$ cat src/rtl/spi_cmd_seq_pkg.sv
// Shared types and constants for the SPI command sequencer.
// Latency: n/a (declarations only).
// Backpressure: n/a.
package spi_cmd_seq_pkg;

    // Sequencer states, in frame order.
    typedef enum logic [2:0] {
        ST_IDLE,
        ST_PUSH,
        ST_START,
        ST_WAIT_BUSY,
        ST_WAIT_DONE,
        ST_DRAIN,
        ST_RESP
    } seq_state_t;

    // Default header bytes for write and read frames.
    localparam logic [7:0] DEF_WR_CMD = 8'h02;
    localparam logic [7:0] DEF_RD_CMD = 8'h03;

endpackage

$ cat src/rtl/spi_seq_timer.sv
// Per-state cycle counter that flags a stalled wait state.
// Latency: expired rises combinationally on the TIMEOUT-th enabled cycle after clear.
// Backpressure: none; counts only while enable is high, clear wins over enable.
module spi_seq_timer #(
    parameter int TIMEOUT = 1024
) (
    input  logic clk,
    input  logic rst_n,
    input  logic clear,
    input  logic enable,
    output logic expired
);

    localparam int CW = $clog2(TIMEOUT + 1);

    logic [CW-1:0] cnt;

    // Count enabled cycles since the last clear; stop once expired.
    always_ff @(posedge clk or negedge rst_n) begin
        if (!rst_n) begin
            cnt <= '0;
        end else if (clear) begin
            cnt <= '0;
        end else if (enable && !expired) begin
            cnt <= cnt + CW'(1);
        end
    end

    // The current cycle is the TIMEOUT-th one spent in the state.
    assign expired = enable && (cnt == CW'(TIMEOUT - 1));

endmodule

$ cat src/rtl/spi_cmd_seq.sv
// Turns host register read/write requests into SPI frames: header, address, payload, then RX drain.
// Latency: first TX byte the cycle after acceptance, one byte per cycle, start strobe one cycle after the last byte.
// Backpressure: TX full stalls the push; RX empty stalls the drain; waits time out. SPI_CMD_SEQ_INIT_EN adds a boot-time write.
module spi_cmd_seq
    import spi_cmd_seq_pkg::*;
#(
    parameter int              DATA       = 8,
    parameter int              ADDR_BYTES = 2,
    parameter int              NBYTES     = 2,
    parameter logic [DATA-1:0] WR_CMD     = DATA'(DEF_WR_CMD),
    parameter logic [DATA-1:0] RD_CMD     = DATA'(DEF_RD_CMD),
    parameter int              TIMEOUT    = 1024
`ifdef SPI_CMD_SEQ_INIT_EN
    ,
    parameter logic [ADDR_BYTES*DATA-1:0] INIT_ADDR = (ADDR_BYTES*DATA)'(16'h0019),
    parameter logic [NBYTES*DATA-1:0]     INIT_DATA = (NBYTES*DATA)'(16'h04FF)
`endif
) (
    input  logic                       clk,
    input  logic                       rst_n,
    input  logic                       req_valid,
    output logic                       req_ready,
    input  logic                       req_op,
    input  logic [ADDR_BYTES*DATA-1:0] req_addr,
    input  logic [NBYTES*DATA-1:0]     req_data,
    output logic                       rsp_valid,
    output logic [NBYTES*DATA-1:0]     rsp_data,
    output logic                       rsp_err,
    output logic [15:0]                len,
    output logic                       op,
    output logic                       work,
    input  logic                       busy,
    output logic [DATA-1:0]            wdata,
    output logic                       wr,
    input  logic                       full,
    input  logic [DATA-1:0]            rdata,
    output logic                       rd,
    input  logic                       empty
);

    localparam int          HDR_BYTES   = 1 + ADDR_BYTES;
    localparam int          FRAME_BYTES = HDR_BYTES + NBYTES;
    localparam int          FRAME_W     = FRAME_BYTES * DATA;
    localparam int          RSP_W       = NBYTES * DATA;
    localparam int          CNT_W       = $clog2(FRAME_BYTES + 1);
    localparam logic [15:0] FRAME_LEN   = 16'(FRAME_W);

    seq_state_t         state, state_nxt;
    logic               op_q;
    logic [FRAME_W-1:0] tx_sr;
    logic [RSP_W-1:0]   rx_q;
    logic [RSP_W-1:0]   rx_nxt;
    logic               err_q;
    logic [CNT_W-1:0]   byte_cnt;
    logic [CNT_W-1:0]   push_last;
    logic               to_hit;
    logic               tmr_clear;
    logic               tmr_en;
    logic               tmr_expired;
    logic               load;
    logic               ld_op;
    logic [FRAME_W-1:0] ld_frame;
    logic [FRAME_W-1:0] req_frame;
    logic               init_go;
    logic               init_run;

    assign req_frame = {(req_op ? WR_CMD : RD_CMD), req_addr, req_data};

`ifdef SPI_CMD_SEQ_INIT_EN
    logic init_pend;

    // One boot-time write is pending from reset until it is loaded; its response is swallowed.
    always_ff @(posedge clk or negedge rst_n) begin
        if (!rst_n) begin
            init_pend <= 1'b1;
            init_run  <= 1'b0;
        end else if (load) begin
            init_pend <= 1'b0;
            init_run  <= init_pend;
        end
    end

    assign init_go  = init_pend;
    assign ld_op    = init_pend | req_op;
    assign ld_frame = init_pend ? {WR_CMD, INIT_ADDR, INIT_DATA} : req_frame;
`else
    assign init_go  = 1'b0;
    assign init_run = 1'b0;
    assign ld_op    = req_op;
    assign ld_frame = req_frame;
`endif

    // Reads stop pushing after the address; the SPI controller clocks dummy bytes for the payload.
    assign push_last = op_q ? CNT_W'(FRAME_BYTES - 1) : CNT_W'(HDR_BYTES - 1);

    // Keep the most recent NBYTES popped bytes, newest in the LSBs.
    generate
        if (NBYTES == 1) begin : g_rx_one
            assign rx_nxt = rdata;
        end else begin : g_rx_many
            assign rx_nxt = {rx_q[RSP_W-DATA-1:0], rdata};
        end
    endgenerate

    // State register.
    always_ff @(posedge clk or negedge rst_n) begin
        if (!rst_n) begin
            state <= ST_IDLE;
        end else begin
            state <= state_nxt;
        end
    end

    // Next-state logic; to_hit marks an exit to RESP caused by a stalled wait.
    always_comb begin
        state_nxt = state;
        to_hit    = 1'b0;
        case (state)
            ST_IDLE: begin
                if (!busy && (init_go || req_valid)) begin
                    state_nxt = ST_PUSH;
                end
            end
            ST_PUSH: begin
                if (!full && (byte_cnt == push_last)) begin
                    state_nxt = ST_START;
                end
            end
            ST_START: begin
                state_nxt = ST_WAIT_BUSY;
            end
            ST_WAIT_BUSY: begin
                if (busy) begin
                    state_nxt = ST_WAIT_DONE;
                end else if (tmr_expired) begin
                    state_nxt = ST_RESP;
                    to_hit    = 1'b1;
                end
            end
            ST_WAIT_DONE: begin
                if (!busy) begin
                    state_nxt = ST_DRAIN;
                end else if (tmr_expired) begin
                    state_nxt = ST_RESP;
                    to_hit    = 1'b1;
                end
            end
            ST_DRAIN: begin
                if (!empty && (byte_cnt == CNT_W'(FRAME_BYTES - 1))) begin
                    state_nxt = ST_RESP;
                end else if (tmr_expired) begin
                    state_nxt = ST_RESP;
                    to_hit    = 1'b1;
                end
            end
            ST_RESP: begin
                state_nxt = ST_IDLE;
            end
            default: begin
                state_nxt = ST_IDLE;
            end
        endcase
    end

    assign load = (state == ST_IDLE) && (state_nxt == ST_PUSH);

    // Byte counter for push and drain, restarted on every state change.
    always_ff @(posedge clk or negedge rst_n) begin
        if (!rst_n) begin
            byte_cnt <= '0;
        end else if (state != state_nxt) begin
            byte_cnt <= '0;
        end else if (wr || rd) begin
            byte_cnt <= byte_cnt + CNT_W'(1);
        end
    end

    // Latch the request frame, shift TX bytes out MSB-first, assemble read data, record timeouts.
    always_ff @(posedge clk or negedge rst_n) begin
        if (!rst_n) begin
            op_q  <= 1'b0;
            tx_sr <= '0;
            rx_q  <= '0;
            err_q <= 1'b0;
        end else if (load) begin
            op_q  <= ld_op;
            tx_sr <= ld_frame;
            rx_q  <= '0;
            err_q <= 1'b0;
        end else begin
            if (wr) begin
                tx_sr <= {tx_sr[FRAME_W-DATA-1:0], {DATA{1'b0}}};
            end
            if (rd && !op_q) begin
                rx_q <= rx_nxt;
            end
            if (to_hit) begin
                rx_q  <= '0;
                err_q <= 1'b1;
            end
        end
    end

    assign tmr_clear = (state != state_nxt);
    assign tmr_en    = (state == ST_WAIT_BUSY) || (state == ST_WAIT_DONE) || (state == ST_DRAIN);

    spi_seq_timer #(
        .TIMEOUT (TIMEOUT)
    ) u_timer (
        .clk     (clk),
        .rst_n   (rst_n),
        .clear   (tmr_clear),
        .enable  (tmr_en),
        .expired (tmr_expired)
    );

    // Requests are refused while reset is asserted so the host never sees a phantom accept.
    assign req_ready = rst_n && (state == ST_IDLE) && !busy && !init_go;
    assign wr        = (state == ST_PUSH) && !full;
    assign wdata     = (state == ST_PUSH) ? tx_sr[FRAME_W-1 -: DATA] : '0;
    assign work      = (state == ST_START);
    assign op        = (state == ST_START) ? op_q : 1'b0;
    assign len       = (state == ST_START) ? FRAME_LEN : '0;
    assign rd        = (state == ST_DRAIN) && !empty;
    assign rsp_valid = (state == ST_RESP) && !init_run;
    assign rsp_err   = rsp_valid && err_q;
    assign rsp_data  = rsp_valid ? rx_q : '0;

endmodule

$ cat config.mk
export PLATFORM = sky130hd
export DESIGN_NAME = spi_cmd_seq
export DESIGN_NICKNAME = d
export VERILOG_FILES = /design/src/rtl/spi_cmd_seq_pkg.sv /design/src/rtl/spi_seq_timer.sv /design/src/rtl/spi_cmd_seq.sv
export SDC_FILE = /design/constraint.sdc
export NUM_CORES = 1
export LEC_CHECK = 0
export ABC_AREA = 1
export BUFFER_PORTS_ARGS = -buffer_cell sky130_fd_sc_hd__buf_4
export CELL_PAD_IN_SITES_DETAIL_PLACEMENT = 0
export CELL_PAD_IN_SITES_GLOBAL_PLACEMENT = 1
export CORE_ASPECT_RATIO = 0.6
export CORE_MARGIN = 3
export CORE_UTILIZATION = 39
export DETAILED_ROUTE_END_ITERATION = 7
export PLACE_DENSITY_LB_ADDON = 0.1
export SLEW_MARGIN = 20
export SYNTH_ARGS = -nofsm -noshare
export SYNTH_HDL_FRONTEND = slang
export SYNTH_HIERARCHICAL = 1
export SYNTH_SLANG_ARGS = --single-unit
$ cat constraint.sdc
create_clock -name clk -period 3.2 [get_ports clk]
set_input_delay 0.32 -clock clk [delete_from_list [all_inputs] [get_ports clk]]
set_output_delay 0.32 -clock clk [all_outputs]
set_load 0.005 [all_outputs]
==> out/metrics.csv <==
metric,value,unit
status,completed,
hold-worst-slack,0.194,ns
synthXorXnorAreaFrac,0.437,%
report.final.slew_viol_count,0,
cp_max_fo,17,
place.gp.congestion,0.901,
skew,0.00554,ns
dr.pass1.iters,5,
min_path_cells,3,
diodes,0,
worst_pin_slew,0.696,ns
r2r_setup_slack,0.44,ns
synthCells,497,
synth_cell_types,34,
grt-ovfl-total,0,
finalNonFillerCells,704,
synth_fa_ha_area_share,0.937,%
finalCriticalPeriod,2.76,ns
leakagePower,2.42,nW
path_class,reg2reg,
startpoint,state[2]$_DFF_PN0_,
r2r_cells,16,
endpoint,u_timer/cnt[7]$_DFFE_PN0P_,
maxCapViolCount,0,
cp-end-kind,flop,
regToRegStartpoint,state[2]$_DFF_PN0_,
drc,0,
synth-compound-area-share,12.3,%
grt_pass1_wl,16400,microns
fin_nets,619,
ys_ff_latch,75,
grt_start_max_net_pins,45,
io_buffer_count,79,
hold_path.class,in2reg,
drive_above_1_share,21.4,%
cts_buffers,9,
power,4.07,mW
synth_top_family_by_area,simple AND/OR/NAND/NOR gates,
fin_tns_setup,0,ns
worstPathRequired,3.42,ns
cts_num_sinks,75,
yosysSeqAreaShare,46.8,%
grt_pass1_vias,3328,
place_inst,687,
timing.final.crit_share,86.1,%
dp_hpwl,6980,microns
clk_pin_slew_worst_paths,0.06,ns
core_area,0.00959,sq mm
p_per_area,825,mW/mm^2
cts_buffer_depth,2,
wl_per_cell,13.8,microns
syn_to_final_growth,23.1,%
hold_viol_final,0,
crit_path_start_kind,flop,
via_per_inst,4.87,
setup_violations,0,
dpl_cell_area,0.00459,sq mm
die-area,0.0116,sq mm
rsz0062_at_grt,no,
htreeDepth,3,
root_buffer,clkbuf_16,
syn-cell-area,0.00401,sq mm
routed_wl,9720,microns
start_util,41.8,%
synthMuxAreaShare,0,%
dieHeight,84.5,microns
fmax,0.363,GHz
final_area,0.00493,sq mm
ant_nets,0,
ioPinCount,94,
antenna_found_initial,0,
syn_area_per_cell,8.06,sq um
maxSlewHeadroom,53.5,%
min_from,req_data[0],
fillers,953,
grtUsageTotal,17.6,%
drt_iter0_drc,323,
die_x,137,microns
tritoncts,done,
yosys.area_share.simple,24.5,%
cts_setup_buffers,0,
vdd_drop_max,0.361,mV
via_count,3427,
crit_arrival,2.98,ns
rr_endpoint,u_timer/cnt[7]$_DFFE_PN0P_,
rows,27,
yosysWarnings,6,
clk_latency,0.33,ns
## flip-flops by register name (all words and copies together), names as in the netlist
name and cells:
op_q 1, byte_cnt 3, state 3, err_q 1, rx_q 16, tx_sr 40, u_timer/cnt 11
## worst min path at each step
stage	to	slack, ns
6_report	tx_sr[0]$_DFFE_PN0P_	0.19
2_1_floorplan	byte_cnt[0]$_DFFE_PN0P_	0.02
4_1_cts	tx_sr[0]$_DFFE_PN0P_	0.19
3_5_place_dp	rx_q[8]$_DFFE_PN0P_	0.30
5_1_grt	tx_sr[19]$_DFFE_PN0P_	0.19
3_3_place_gp	rx_q[8]$_DFFE_PN0P_	0.30
## cells by family after synthesis
kind of cell             count (synthesis)
AND/OR/NAND/NOR                        214
AO/OA/AOI/OAI                           77
other                                    1
buffers and inverters                  125
adder cells (fa/ha/maj)                  3
flip-flops                              75
XOR/XNOR                                 2
## power breakdown
group | internal [mW] | switching, mW | total [mW]
clock | 0.696 | 0.416 | 1.11
sequential | 1.29 | 0.164 | 1.45
combinational | 0.509 | 0.993 | 1.50
## area by class of cell
cell class	instances	area, sq um	share of cell area [%]
Sequential cell	75	1880	38.0
Tap cell	130	163	3.30
Multi-Input combinational cell	310	1590	32.1
Clock buffer	9	225	4.57
Inverter	88	337	6.82
Timing Repair Buffer	85	641	13.0
Clock inverter	7	106	2.16
## critical path, stage by stage (launching register included)
cell,delay (ns)
dfrtp_1,0.53
nor2_1,0.22
inv_1,0.08
nand2_1,0.14
inv_1,0.08
nor2_1,0.21
inv_1,0.15
nand3_1,0.11
nand2_1,0.05
nor2_1,0.14
nand4_1,0.13
nand3_2,0.20
clkinvlp_4,0.32
nand2_1,0.15
nor2_1,0.05
nand2_1,0.05
nand2_1,0.05
## synth_stat cells, drive strengths merged
| cell | count | area [sq um] |
|---|---|---|
| nand2 | 102 | 408 |
| inv | 86 | 325 |
| dfrtp | 75 | 1880 |
| nor2 | 58 | 264 |
| nand3 | 45 | 255 |
| buf | 35 | 254 |
| o21ai | 25 | 136 |
| o221ai | 22 | 193 |
| a21oi | 21 | 105 |
| o22ai | 6 | 37.5 |
| nand4 | 4 | 25.0 |
| ha | 3 | 37.5 |
| clkbuf | 2 | 7.51 |
| clkinv | 2 | 7.51 |
| nor3 | 2 | 10.0 |
| nor3b | 2 | 15.0 |
| o21bai | 2 | 15.0 |
| xor2 | 2 | 17.5 |
| and3 | 1 | 6.26 |
| conb | 1 | 3.75 |
| o211ai | 1 | 7.51 |
## per-layer routing
metal,vias up,GRT usage [%],wire length [microns]
li1,1705,-,-
met1,1594,26.6,4960
met2,121,25.3,3960
met3,7,4.37,703
met4,0,4.35,98
met5,-,0,0
## repair_timing
item | in CTS | in global routing
setup endpoints to repair | 0 | 11
hold endpoints to repair | 31 | 0
gates resized for setup | 0 | 1
hold buffers | 1 | 0
## cell usage in the layout (no fill, tap or decap), types with 7 or more instances in the layout
cell,Yosys,layout
nand2_1,96,96
buf_4,19,84
inv_1,81,81
dfrtp_1,75,75
nor2_1,51,51
nand3_1,42,42
o221ai_1,22,22
a21oi_1,21,21
o21ai_0,17,17
conb_1,1,14
clkbuf_16,0,9
o21ai_1,7,7
## per-stage QoR
stage / setup WS, ns / utilization, %
detailed placement: 0.327 / 47.8
finish: 0.444 / 51.4
floorplan: 0.871 / -
global route: 0.0157 / 51.4
CTS: 0.321 / 51.4
global placement: 0.471 / 47.8
No activity file was read; power rests on OpenSTA's default activity.
